<file path="src/rtl/video_timing_gen_if.sv">
// Renderer-facing raster bus: the timing generator drives position/strobes,
// the renderer returns registered RGB aligned to the delayed de.
interface video_timing_gen_if;
  logic [11:0] px;
  logic [11:0] py;
  logic        de;
  logic        frame_start;
  logic        line_start;
  logic [7:0]  r_in;
  logic [7:0]  g_in;
  logic [7:0]  b_in;

  modport master (output px, py, de, frame_start, line_start,
                  input  r_in, g_in, b_in);
  modport slave  (input  px, py, de, frame_start, line_start,
                  output r_in, g_in, b_in);
endinterface

</file>
<file path="src/rtl/video_timing_gen.sv">
// Raster timing generator (default 1280x720p60) with sync/de delay line matched
// to renderer latency. Define VTG_PATTERN_EN to add an 8-bar test pattern.
module video_timing_gen #(
  parameter int H_ACTIVE = 1280,
  parameter int H_FP     = 110,
  parameter int H_SYNC   = 40,
  parameter int H_BP     = 220,
  parameter int V_ACTIVE = 720,
  parameter int V_FP     = 5,
  parameter int V_SYNC   = 5,
  parameter int V_BP     = 20,
  parameter bit HS_POL   = 1'b1,
  parameter bit VS_POL   = 1'b1,
  parameter int PIPE_DLY = 2
) (
  input  logic                      clk,
  input  logic                      rst_n,
  input  logic                      en,
  video_timing_gen_if.master        rnd,
`ifdef VTG_PATTERN_EN
  input  logic                      pattern_sel,
`endif
  output logic                      hsync_o,
  output logic                      vsync_o,
  output logic                      de_o,
  output logic [7:0]                vid_r,
  output logic [7:0]                vid_g,
  output logic [7:0]                vid_b
);

  localparam int H_TOTAL = H_ACTIVE + H_FP + H_SYNC + H_BP;
  localparam int V_TOTAL = V_ACTIVE + V_FP + V_SYNC + V_BP;

  localparam logic [11:0] H_ACT    = 12'(H_ACTIVE);
  localparam logic [11:0] H_TOT_M1 = 12'(H_TOTAL - 1);
  localparam logic [11:0] HS_BEG   = 12'(H_ACTIVE + H_FP);
  localparam logic [11:0] HS_END   = 12'(H_ACTIVE + H_FP + H_SYNC);
  localparam logic [11:0] V_ACT    = 12'(V_ACTIVE);
  localparam logic [11:0] V_TOT_M1 = 12'(V_TOTAL - 1);
  localparam logic [11:0] VS_BEG   = 12'(V_ACTIVE + V_FP);
  localparam logic [11:0] VS_END   = 12'(V_ACTIVE + V_FP + V_SYNC);

  if (PIPE_DLY < 0 || PIPE_DLY > 7) begin : g_bad_pipe_dly
    $error("video_timing_gen: PIPE_DLY must be 0..7");
  end
  if (H_TOTAL > 4096 || V_TOTAL > 4096) begin : g_bad_totals
    $error("video_timing_gen: timing totals must fit in 12 bits");
  end

  logic [11:0] hc_q, hc_d, vc_q, vc_d;
  logic [11:0] px_q, py_q;
  logic        de_q, fs_q, ls_q, hs_q, vs_q;

  always_comb begin
    hc_d = hc_q + 12'd1;
    vc_d = vc_q;
    if (hc_q == H_TOT_M1) begin
      hc_d = '0;
      vc_d = (vc_q == V_TOT_M1) ? '0 : vc_q + 12'd1;
    end
    // Dropping en abandons the frame; the next run restarts at (0,0).
    if (!en) begin
      hc_d = '0;
      vc_d = '0;
    end
  end

  always_ff @(posedge clk or negedge rst_n) begin
    if (!rst_n) begin
      hc_q <= '0;
      vc_q <= '0;
      px_q <= '0;
      py_q <= '0;
      de_q <= 1'b0;
      fs_q <= 1'b0;
      ls_q <= 1'b0;
      hs_q <= ~HS_POL;
      vs_q <= ~VS_POL;
    end else begin
      hc_q <= hc_d;
      vc_q <= vc_d;
      if (en) begin
        px_q <= hc_q;
        py_q <= vc_q;
        de_q <= (hc_q < H_ACT) && (vc_q < V_ACT);
        fs_q <= (hc_q == '0) && (vc_q == '0);
        ls_q <= (hc_q == '0);
        hs_q <= (hc_q >= HS_BEG && hc_q < HS_END) ? HS_POL : ~HS_POL;
        vs_q <= (vc_q >= VS_BEG && vc_q < VS_END) ? VS_POL : ~VS_POL;
      end else begin
        px_q <= '0;
        py_q <= '0;
        de_q <= 1'b0;
        fs_q <= 1'b0;
        ls_q <= 1'b0;
        hs_q <= ~HS_POL;
        vs_q <= ~VS_POL;
      end
    end
  end

  assign rnd.px          = px_q;
  assign rnd.py          = py_q;
  assign rnd.de          = de_q;
  assign rnd.frame_start = fs_q;
  assign rnd.line_start  = ls_q;

  typedef struct packed {
`ifdef VTG_PATTERN_EN
    logic [11:0] px;
`endif
    logic de;
    logic hs;
    logic vs;
  } tap_t;

  tap_t raw, tap;

  always_comb begin
    raw    = '0;
    raw.de = de_q;
    raw.hs = hs_q;
    raw.vs = vs_q;
`ifdef VTG_PATTERN_EN
    raw.px = px_q;
`endif
  end

  // Delay line keeps shifting while en=0 so the outputs drain to idle.
  if (PIPE_DLY == 0) begin : g_nodly
    assign tap = raw;
  end else begin : g_dly
    tap_t [PIPE_DLY-1:0] dly_q;
    always_ff @(posedge clk or negedge rst_n) begin
      if (!rst_n) begin
        for (int i = 0; i < PIPE_DLY; i++) begin
          dly_q[i]    <= '0;
          dly_q[i].hs <= ~HS_POL;
          dly_q[i].vs <= ~VS_POL;
        end
      end else begin
        dly_q[0] <= raw;
        for (int i = 1; i < PIPE_DLY; i++) dly_q[i] <= dly_q[i-1];
      end
    end
    assign tap = dly_q[PIPE_DLY-1];
  end

  assign de_o    = tap.de;
  assign hsync_o = tap.hs;
  assign vsync_o = tap.vs;

  logic [23:0] rgb;

`ifdef VTG_PATTERN_EN
  logic       pat_q;
  logic [2:0] bar;

  // Latched only while frame_start is high so a frame never mixes sources.
  always_ff @(posedge clk or negedge rst_n) begin
    if (!rst_n)    pat_q <= 1'b0;
    else if (fs_q) pat_q <= pattern_sel;
  end

  assign bar = 3'(tap.px / 12'(H_ACTIVE / 8));
`endif

  always_comb begin
    rgb = {rnd.r_in, rnd.g_in, rnd.b_in};
`ifdef VTG_PATTERN_EN
    if (pat_q) begin
      case (bar)
        3'd0:    rgb = 24'hFFFFFF;
        3'd1:    rgb = 24'hFFFF00;
        3'd2:    rgb = 24'h00FFFF;
        3'd3:    rgb = 24'h00FF00;
        3'd4:    rgb = 24'hFF00FF;
        3'd5:    rgb = 24'hFF0000;
        3'd6:    rgb = 24'h0000FF;
        default: rgb = 24'h000000;
      endcase
    end
`endif
    {vid_r, vid_g, vid_b} = de_o ? rgb : 24'h0;
  end

endmodule

</file>
<file path="src/flat_wrapper.sv">
// flat-port wrapper written by rule: the top's interface ports become plain ports
module video_timing_gen_flat 
#(
  parameter int H_ACTIVE = 1280,
  parameter int H_FP     = 110,
  parameter int H_SYNC   = 40,
  parameter int H_BP     = 220,
  parameter int V_ACTIVE = 720,
  parameter int V_FP     = 5,
  parameter int V_SYNC   = 5,
  parameter int V_BP     = 20,
  parameter bit HS_POL   = 1'b1,
  parameter bit VS_POL   = 1'b1,
  parameter int PIPE_DLY = 2
)
  (clk, rst_n, en, hsync_o, vsync_o, de_o, vid_r, vid_g, vid_b, rnd_px, rnd_py, rnd_de, rnd_frame_start, rnd_line_start, rnd_r_in, rnd_g_in, rnd_b_in);
  video_timing_gen_if rnd_i ();
  input  logic clk;
  input  logic rst_n;
  input  logic en;
  output logic hsync_o;
  output logic vsync_o;
  output logic de_o;
  output logic [7:0] vid_r;
  output logic [7:0] vid_g;
  output logic [7:0] vid_b;
  output wire logic [$bits(rnd_i.px)-1:0] rnd_px;
  output wire logic [$bits(rnd_i.py)-1:0] rnd_py;
  output wire logic [$bits(rnd_i.de)-1:0] rnd_de;
  output wire logic [$bits(rnd_i.frame_start)-1:0] rnd_frame_start;
  output wire logic [$bits(rnd_i.line_start)-1:0] rnd_line_start;
  input wire logic [$bits(rnd_i.r_in)-1:0] rnd_r_in;
  input wire logic [$bits(rnd_i.g_in)-1:0] rnd_g_in;
  input wire logic [$bits(rnd_i.b_in)-1:0] rnd_b_in;
  assign rnd_px = rnd_i.px;
  assign rnd_py = rnd_i.py;
  assign rnd_de = rnd_i.de;
  assign rnd_frame_start = rnd_i.frame_start;
  assign rnd_line_start = rnd_i.line_start;
  assign rnd_i.r_in = rnd_r_in;
  assign rnd_i.g_in = rnd_g_in;
  assign rnd_i.b_in = rnd_b_in;
  video_timing_gen #(.H_ACTIVE(H_ACTIVE), .H_FP(H_FP), .H_SYNC(H_SYNC), .H_BP(H_BP), .V_ACTIVE(V_ACTIVE), .V_FP(V_FP), .V_SYNC(V_SYNC), .V_BP(V_BP), .HS_POL(HS_POL), .VS_POL(VS_POL), .PIPE_DLY(PIPE_DLY)) u_core (.clk(clk), .rst_n(rst_n), .en(en), .rnd(rnd_i), .hsync_o(hsync_o), .vsync_o(vsync_o), .de_o(de_o), .vid_r(vid_r), .vid_g(vid_g), .vid_b(vid_b));
endmodule
</file>
<file path="config.mk">
export PLATFORM = sky130hd
export DESIGN_NAME = video_timing_gen_flat
export DESIGN_NICKNAME = d
export VERILOG_FILES = /design/src/rtl/video_timing_gen_if.sv /design/src/rtl/video_timing_gen.sv /design/src/flat_wrapper.sv
export SDC_FILE = /design/constraint.sdc
export NUM_CORES = 1
export LEC_CHECK = 0
export ABC_AREA = 1
export BUFFER_PORTS_ARGS = -buffer_cell sky130_fd_sc_hd__buf_4
export CAP_MARGIN = 10
export CORE_ASPECT_RATIO = 1.2
export CORE_UTILIZATION = 50
export CTS_CLUSTER_DIAMETER = 50
export DETAILED_ROUTE_END_ITERATION = 7
export PLACE_DENSITY = 0.83
export SETUP_SLACK_MARGIN = 0.3
export SLEW_MARGIN = 10
export SYNTH_ARGS = -nofsm -noshare
export SYNTH_HDL_FRONTEND = slang
export SYNTH_SLANG_ARGS = --single-unit
</file>
<file path="constraint.sdc">
create_clock -name clk -period 2.3 [get_ports clk]
set_input_delay 0.23 -clock clk [delete_from_list [all_inputs] [get_ports clk]]
set_output_delay 0.23 -clock clk [all_outputs]
set_load 0.02 [all_outputs]
</file>
==> results.cfg, run 1 <==
[status]
status = finished, final reports clean

[synth]
ys_seq_area_frac = 0.496
yosys.area_share.adder = 0.0294
syn-num-nets = 431
syn-mean-instance-area_um2 = 7.49
yosysWarnings = 0
synth_area_um2 = 2970
synth_compound_gate_area_share = 0.0236
synthSimpleGateAreaFrac = 0.305
syn_inst = 397
ys_types = 24
muxShareOfSynthArea = 0
synth-xor-area-share = 0.0147
yosys_register_bits = 59
synth_top_family_by_area = simple AND/OR/NAND/NOR gates

[floorplan]
die-area_um2 = 6260
core_um2 = 5710
dieHeight_um = 86.5
die_x_um = 72.4
io_pins = 81
start_util = 0.521
rows = 30

[clocking]
cts.path.max_buffers = 2
post-cts-setup-buffers = 0
cts-root-buf = clkbuf_8
cts_tree = done
numCtsBuffers = 9
clk_latency_ps = 340
clk_pin_slew_ps = 60
cts.sinks = 59
htree_levels = 3

[power_and_ir_drop]
vdd_drop_max_v = 0.000394
p_per_area_nw_per_um2 = 606
p_leak_nw = 2.33
p_seq_frac = 0.455
combPwrFrac = 0.090
total_power_mw = 2.33
switchingPower_mw = 0.526
swShare = 0.226
intPower_mw = 1.80
clockPowerShare = 0.454

[critical_path]
r2r_end = u_core.vc_q[4]
worst_setup_path_end_kind = flop
path_class = reg2reg
cp.required_ps = 2510
r2r_slack_ps = 670
start_kind = flop
worstReg2RegStart = u_core.hc_q[1]
crit_arrival_ps = 1840
crit_path_max_fanout = 15
r2r_cells = 9

[route]
routed_wirelength_um = 6580
dr.pass1.iters = 4
drt_iter0_drc = 139
avgViaCountPerCell = 4.83
wire_per_inst_um = 11.7
vias = 2723
antenna_left = 0
drc = 0

[global_route]
grt_use_total = 0.223
first_global_vias = 2530
grt_max_degree = 60
grt_remaining_overflow = 0
antenna_found_initial = 0
grt_pass1_wl_um = 10700

[timing]
rsz0062_at_grt = no
fin_worst_skew_ps = 3.96
finalSetupViolations = 0
fin_crit_sh = 0.708
hold_viol_final = 0
fmax_mhz = 614
slew_headroom = 0.517
tightestPinTransition_ps = 724
slew_violations = 0
fin_crit_ps = 1630
fin_tns_setup_ps = 0

[final_layout]
layout_common_cells = nand2_1, inv_1, buf_4
drive_above_1_share = 0.215
diodes = 0
fillCellCount = 481
nets = 513
synthToLayoutAreaGrowth_pct = 29.3
utilization = 0.674
mostFrequentLayoutCell = nand2_1

[placed_design]
io_buffers = 80
dp_hpwl_um = 4780
gp_congestion = 0.929

[min_path]
whs_endpoint = u_core.rnd.py[3]
hp-start = en
hold_class = in2reg
min_path_cells = 3

[run]
cap_violations = 0
[logic make-up (layout without fill, tap and decap cells)]
kind of cell | count (synthesis) | count (layout)
XOR/XNOR | 5 | 5
buffers and inverters | 95 | 182
adder cells (fa/ha/maj) | 7 | 7
AND/OR/NAND/NOR | 217 | 217
flip-flops | 59 | 59
AO/OA/AOI/OAI | 14 | 14
[worst max path at each step]
| stage | slack (ps) | end | from | depth (start not counted) |
|---|---|---|---|---|
| after CTS | 650 | vid_r[4] | u_core.de_o | 4 |
| after global routing | 500 | u_core.vc_q[2] | u_core.hc_q[1] | 9 |
| after floorplan | 970 | u_core.vc_q[6] | u_core.hc_q[1] | 10 |
| after global placement | 760 | u_core.vc_q[2] | u_core.hc_q[1] | 9 |
| after detailed placement | 670 | u_core.vc_q[4] | u_core.hc_q[1] | 9 |
| final | 670 | u_core.vc_q[4] | u_core.hc_q[1] | 9 |
[metal layers]
layer  vias up  global-route usage  routed length [µm]
li1       1336                   -                   -
met1      1246               0.244                2670
met2       126               0.390                3160
met3        15              0.0628                 607
met4         0               0.112                 144
met5         -                   0                   0
[synthesized netlist by cell type]
| master | instances | area, µm² |
|---|---|---|
| nor2_4 | 1 | 11.3 |
| buf_1 | 1 | 3.75 |
| dfrtp_1 | 59 | 1480 |
| inv_2 | 1 | 3.75 |
| nor2_1 | 49 | 184 |
| nand2_2 | 3 | 18.8 |
| nor3_1 | 7 | 35.0 |
| nand2_1 | 124 | 465 |
| inv_1 | 83 | 312 |
| a21oi_1 | 3 | 15.0 |
| o21ai_0 | 11 | 55.1 |
| buf_6 | 3 | 33.8 |
| nand3_1 | 18 | 90.1 |
| buf_4 | 2 | 15.0 |
| nor2_2 | 1 | 6.26 |
| ha_1 | 7 | 87.6 |
| xor2_1 | 5 | 43.8 |
| or2_1 | 1 | 6.26 |
| clkbuf_1 | 3 | 11.3 |
| nand3b_1 | 1 | 7.51 |
| nor4_1 | 2 | 12.5 |
| nand4_1 | 8 | 50.1 |
| buf_2 | 2 | 10.0 |
| nand3_2 | 2 | 20.0 |
[layout make-up]
| type | instances | area [µm²] | share of cell area |
|---|---|---|---|
| inverters | 84 | 315 | 0.0820 |
| well taps | 80 | 100 | 0.0260 |
| flip-flops and latches | 59 | 1480 | 0.384 |
| repair buffers | 82 | 618 | 0.161 |
| clock buffers | 12 | 155 | 0.0403 |
| clock inverters | 4 | 72.6 | 0.0189 |
| multi-input cells | 243 | 1110 | 0.288 |
[state kept, by name (all words and copies together), names as in the netlist]
| name | count |
|---|---|
| u_core.hc_q | 12 |
| u_core.rnd.px | 12 |
| u_core.rnd.py | 12 |
| u_core.vc_q | 12 |
| u_core.g_dly.dly_q | 3 |
| u_core.de_o | 1 |
| u_core.hs_q | 1 |
| u_core.hsync_o | 1 |
| u_core.rnd.de | 1 |
| u_core.rnd.frame_start | 1 |
| u_core.rnd.line_start | 1 |
| u_core.vs_q | 1 |
| u_core.vsync_o | 1 |
[metrics by stage]
step	cell area (µm²)	hold slack [ps]	std cells	worst slack (ps)
2_1_floorplan	2970	-65.6	397	971
3_3_place_gp	3610	331	547	759
3_5_place_dp	3610	339	547	674
4_1_cts	3850	273	564	654
5_1_grt	3850	291	564	505
6_report	3850	291	564	671
[repair_timing]
item                                   CTS  global route
gates resized for setup                  0             0
setup endpoints to repair                0             0
endpoints found under the hold margin   59             0
hold buffers                             1             0
[worst max-delay path, stage by stage, from the launching register on]
cell and delay (ps):
dfrtp_1 400, inv_1 90, ha_1 160, nand2_1 60
nor2_1 120, nand3_2 100, nand2_2 210, inv_2 180
nand2_1 90, o21ai_0 80
[power by group through the flow]
stage	Sequential [mW]	Clock, mW	Combinational [mW]
final	1.06	1.06	0.210
after global placement	1.08	0	0.207
after floorplan	1.09	0	0.0936
after CTS	1.06	1.08	0.213
after detailed placement	1.08	0	0.211
after global routing	1.06	1.12	0.232
(Power assumes the default switching activity.)
==> inputs of run 2 (changes only) <==
- CORE_UTILIZATION: 50 -> 47
- PLACE_DENSITY: 0.83 -> 0.82
- clock period: 2.3 -> 1.4 ns (I/O delays scaled with it)
==> run 2 against run 1 <==
  * Die area increased by 6.2%
  * Power increased by 74%
  * Maximum frequency increased by 9.7%
  * The flow now finishes with violations (negative setup slack)
  * Sequential share of layout area decreased by 8.1 points
  * Clock-buffer cell count unchanged
  * First-iteration DRC count increased by 64%
  * Setup slack got worse by 760 ps
  * Clock power increased by 62%
  * Core utilization increased by 13 points
==> results.cfg, run 2 (synthesized netlist as in run 1, its figures left out) <==
[status]
status = finished, violations left
violations = negative setup slack

[critical_path]
crit_path_max_fanout = 5
cp.required_ps = 1690
r2r_end = u_core.vc_q[10]
path_common_cell = nand2_1
worst_setup_path_end_kind = flop
r2r_cells = 9
worstReg2RegStart = u_core.vc_q[0]
start_kind = flop
cp_slowest_stage_delay_ps = 430
crit_chain = ha_2 -> nand2_1 -> nor2_1 -> nand2_2 -> nor2_1 -> nand2_1 -> nand2_1 -> nand2_2 -> nand2_1
crit_arrival_ps = 1770
cp_top_family = simple AND/OR/NAND/NOR gates
critPathSlowestCell = dfrtp_2
path_class = reg2reg
critPathBufInv = 0
r2r_slack_ps = -90

[final_layout]
layout_common_cells = buf_4, nand2_1, dfrtp_1
multiInputGateArea_um2 = 1550
diodes = 0
nets = 567
drive_above_1_share = 0.511
mostFrequentLayoutCell = buf_4
seq_area_um2 = 1480
final_design_area_no_fill_um2 = 4900
fillCellCount = 331
synthToLayoutAreaGrowth_pct = 64.7

[global_route]
met2_usage = 0.405
use_met3 = 0.0586
grt_max_degree = 33
grt_use_total = 0.241
grt_pass1_wl_um = 11800
first_global_vias = 2767
antenna_found_initial = 0
grtUsageMet1 = 0.280
grt_remaining_overflow = 0
top_usage_layer = met2

[timing]
fmax_mhz = 673
fin_crit_sh = 1.06
fin_ws_ps = -85.2
finalSetupViolations = 21
slew_violations = 0
slew_headroom = 0.738
fin_tns_setup_ps = -529
rsz0062_at_grt = yes
fin_crit_ps = 1490
timing.hold.ws_ps = 151
fin_worst_skew_ps = 11.8
tightestPinTransition_ps = 393
hold_viol_final = 0

[floorplan]
core_um2 = 6090
start_util = 0.488
io_pins = 81
die_x_um = 74.6
rows = 31
dieHeight_um = 89.1
die-area_um2 = 6650

[clocking]
cts_tree = done
cts.path.max_buffers = 2
htree_levels = 3
cts-root-buf = clkbuf_8
clk_pin_slew_ps = 70
numCtsBuffers = 9
cts.sinks = 59
clk_latency_ps = 350

[power_and_ir_drop]
vdd_drop_max_v = 0.000821
p_leak_nw = 2.74
p_per_area_nw_per_um2 = 827

[route]
vias = 3207
avgViaCountPerCell = 5.17
drc = 0
antenna_left = 0
routed_wirelength_um = 9610
dr.pass1.iters = 6
wire_per_inst_um = 15.5
drt_iter0_drc = 228

[min_path]
min_path_cells = 3
hold_class = in2reg
whs_endpoint = u_core.rnd.px[0]
hp-start = en

[run]
cap_violations = 0

[placed_design]
placed_area_um2 = 3900
dp_hpwl_um = 5250
gp_congestion = 0.888
io_buffers = 80
## run 2: cell types whose count changed in the layout (fill, tap and decap cells not counted), sizes merged
cell      change
buf          +51
clkbuf        +2
clkinv        +2
clkinvlp      -1
## run 2: how the worst max path moves through the flow
stage,start,end,slack (ps),cells past startpoint
3_3_place_gp,u_core.vc_q[1],u_core.vc_q[7],10,8
6_report,u_core.vc_q[0],u_core.vc_q[10],-90,9
5_1_grt,u_core.vc_q[0],u_core.vc_q[10],-180,9
3_5_place_dp,u_core.hc_q[1],u_core.vc_q[2],-60,9
2_1_floorplan,u_core.hc_q[1],u_core.vc_q[6],80,10
4_1_cts,u_core.hc_q[0],u_core.vc_q[7],20,10
## run 2: where the power goes
part	switching (mW)	internal (mW)	leakage [nW]
Clock	0.672	1.05	0.111
Sequential	0.0198	1.73	0.805
Combinational	0.319	0.261	1.82
## run 2: final cells by class
cell class                      instances  share of cell area
Clock buffer                           12              0.0296
Clock inverter                          4              0.0151
Inverter                               84              0.0669
Multi-Input combinational cell        243               0.317
Sequential cell                        59               0.303
Tap cell                               82              0.0209
Timing Repair Buffer                  135               0.246
Timing Repair inverter                  1             0.00179
## run 2: stage by stage
step	total power [mW]	utilization	cells	worst slack (ps)
after floorplan	1.94	-	397	76.2
after CTS	3.88	0.707	609	22.3
after global routing	4.20	0.804	620	-179
after detailed placement	2.15	0.641	586	-64.3
final	4.05	0.804	620	-85.2
after global placement	2.14	0.641	586	12.0
## run 2: timing repair
item                                    CTS  global route
cloned                                    0             4
endpoints found under the setup margin   53            53
hold endpoints to repair                 27             0
buffers inserted                          6             7
resized for setup                        36           160
pin swaps                                12            23
hold buffers                              1             0
## run 2: worst reg2reg max path, delay by kind of cell (launching register included)
family        cells  cell delay, ps
simple gates      8             800
flops             1             430
fa+ha+maj         1             210
## run 2: routing by layer
metal	up-vias	wire length (µm)	part of all wire
li1	1455	-	-
met1	1508	3550	0.37
met2	198	4820	0.50
met3	46	825	0.086
met4	0	408	0.042
met5	-	0	0
==> inputs of run 3 (changes only) <==
- CORE_UTILIZATION: 47 -> 50
- PLACE_DENSITY: 0.82 -> 0.83
- clock period: 1.4 -> 1.9 ns (I/O delays scaled with it)
==> run 3 against run 2 <==
  * The run now ends clean
  * Die area decreased by 5.9%
  * Via count down 14%
  * Power decreased by 35%
  * Critical path depth unchanged
  * Register-to-register slack better by 460 ps
  * Clock-buffer cell count is 1 higher
  * Clock skew shrank 0.96 ps
  * Clock power is 36% lower
  * Sequential power fell by 26%
  * Combinational power down 54%
  * Highest routed layer unchanged
==> results.cfg, run 3 (synthesized netlist as in run 1, its figures left out) <==
[status]
status = finished, final reports clean

[timing]
fin_worst_skew_ps = 10.9
fin_crit_ps = 1520
slew_violations = 0
fmax_mhz = 656
hold_viol_final = 0
fin_tns_setup_ps = 0
tightestPinTransition_ps = 721
finalSetupViolations = 0
fin_crit_sh = 0.802
slew_headroom = 0.520
rsz0062_at_grt = yes

[critical_path]
crit_path_max_fanout = 15
crit_arrival_ps = 1740
cp.required_ps = 2120
start_kind = flop
worst_setup_path_end_kind = flop
path_class = reg2reg

[clocking]
clk_latency_ps = 340
cts_tree = done
cts.sinks = 59
clk_pin_slew_ps = 60
numCtsBuffers = 9
htree_levels = 3
cts.path.max_buffers = 2
cts-root-buf = clkbuf_8

[placed_design]
dp_hpwl_um = 4760
io_buffers = 80
gp_congestion = 0.933

[final_layout]
multiInputGateArea_um2 = 1120
seq_area_um2 = 1480
nets = 517
drive_above_1_share = 0.236
fillCellCount = 468
layout_common_cells = nand2_1, buf_4, inv_1
mostFrequentLayoutCell = nand2_1
synthToLayoutAreaGrowth_pct = 30.4
diodes = 0

[global_route]
grt_use_total = 0.224
first_global_vias = 2494
grt_max_degree = 60
grt_pass1_wl_um = 10600
antenna_found_initial = 0
grt_remaining_overflow = 0

[floorplan]
rows = 30
die-area_um2 = 6260
core_um2 = 5710
start_util = 0.521
io_pins = 81
die_x_um = 72.4
dieHeight_um = 86.5

[power_and_ir_drop]
p_leak_nw = 2.34
switchingPower_mw = 0.654
intPower_mw = 2.00
swShare = 0.246
combPwrFrac = 0.101
clockPowerShare = 0.415
vdd_drop_max_v = 0.000518
p_seq_frac = 0.485
total_power_mw = 2.65
p_per_area_nw_per_um2 = 684

[min_path]
hold_class = in2reg

[run]
cap_violations = 0

[route]
wire_per_inst_um = 11.7
avgViaCountPerCell = 4.83
antenna_left = 0
vias = 2742
routed_wirelength_um = 6650
drc = 0
dr.pass1.iters = 4
drt_iter0_drc = 184
==> run 3: final timing paths <==
path / from / endpoint / slack [ps] / depth (start not counted)
max in group asynchronous: rst_n / u_core.de_o / 930 / 2
setup / recovery: u_core.hc_q[1] / u_core.vc_q[4] / 380 / 9
setup reg to reg: u_core.hc_q[1] / u_core.vc_q[4] / 380 / 9
hold / removal: en / u_core.rnd.px[1] / 200 / 3
hold reg to reg: u_core.hs_q / u_core.g_dly.dly_q[1] / 350 / 0
min in group asynchronous: rst_n / u_core.rnd.px[3] / 440 / 2
==> run 3: layout make-up <==
class,count,share of cell area
sequential,59,0.382
multi-input combinational,243,0.288
timing repair buffer,86,0.170
inverter,84,0.0820
clock buffer,13,0.0461
tap,80,0.0258
clock inverter,3,0.00516
==> run 3: power groups by stage <==
stage | Sequential [mW] | Combinational (mW) | Clock (mW)
floorplan | 1.32 | 0.113 | 0
global placement | 1.31 | 0.252 | 0
detailed placement | 1.31 | 0.257 | 0
CTS | 1.29 | 0.260 | 1.11
global route | 1.29 | 0.293 | 1.17
finish | 1.29 | 0.267 | 1.10
==> run 3: stage by stage <==
| step | worst slack [ps] | util | instance area (µm²) | hold WS, ps | std cells |
|---|---|---|---|---|---|
| 2_1_floorplan | 571 | - | 2970 | -106 | 397 |
| 3_3_place_gp | 357 | 0.634 | 3620 | 290 | 548 |
| 3_5_place_dp | 234 | 0.634 | 3620 | 291 | 548 |
| 4_1_cts | 321 | 0.671 | 3830 | 191 | 565 |
| 5_1_grt | 271 | 0.680 | 3880 | 202 | 568 |
| 6_report | 375 | 0.680 | 3880 | 195 | 568 |
==> run 3: worst max-delay path, cell delays in order (launching register included) <==
cell,delay (ps)
dfrtp_1,410
inv_1,80
ha_1,160
nand2_1,70
nor2_1,140
nand3_2,140
nand2_4,160
inv_4,100
nand2_1,60
o21ai_0,80
==> run 3: repair_timing <==
item                                    in CTS  in global routing
hold endpoints to repair                    59                  0
hold buffers                                 1                  0
setup buffers                                0                  3
endpoints found under the setup margin       5                 16
pin swaps                                    0                  1
resized for setup                            2                  8
==> run 3: metal layers <==
layer | vias up | part of all wire | global-route usage
li1 | 1347 | - | -
met1 | 1259 | 0.41 | 0.261
met2 | 127 | 0.48 | 0.378
met3 | 9 | 0.090 | 0.0593
met4 | 0 | 0.016 | 0.118
met5 | - | 0 | 0
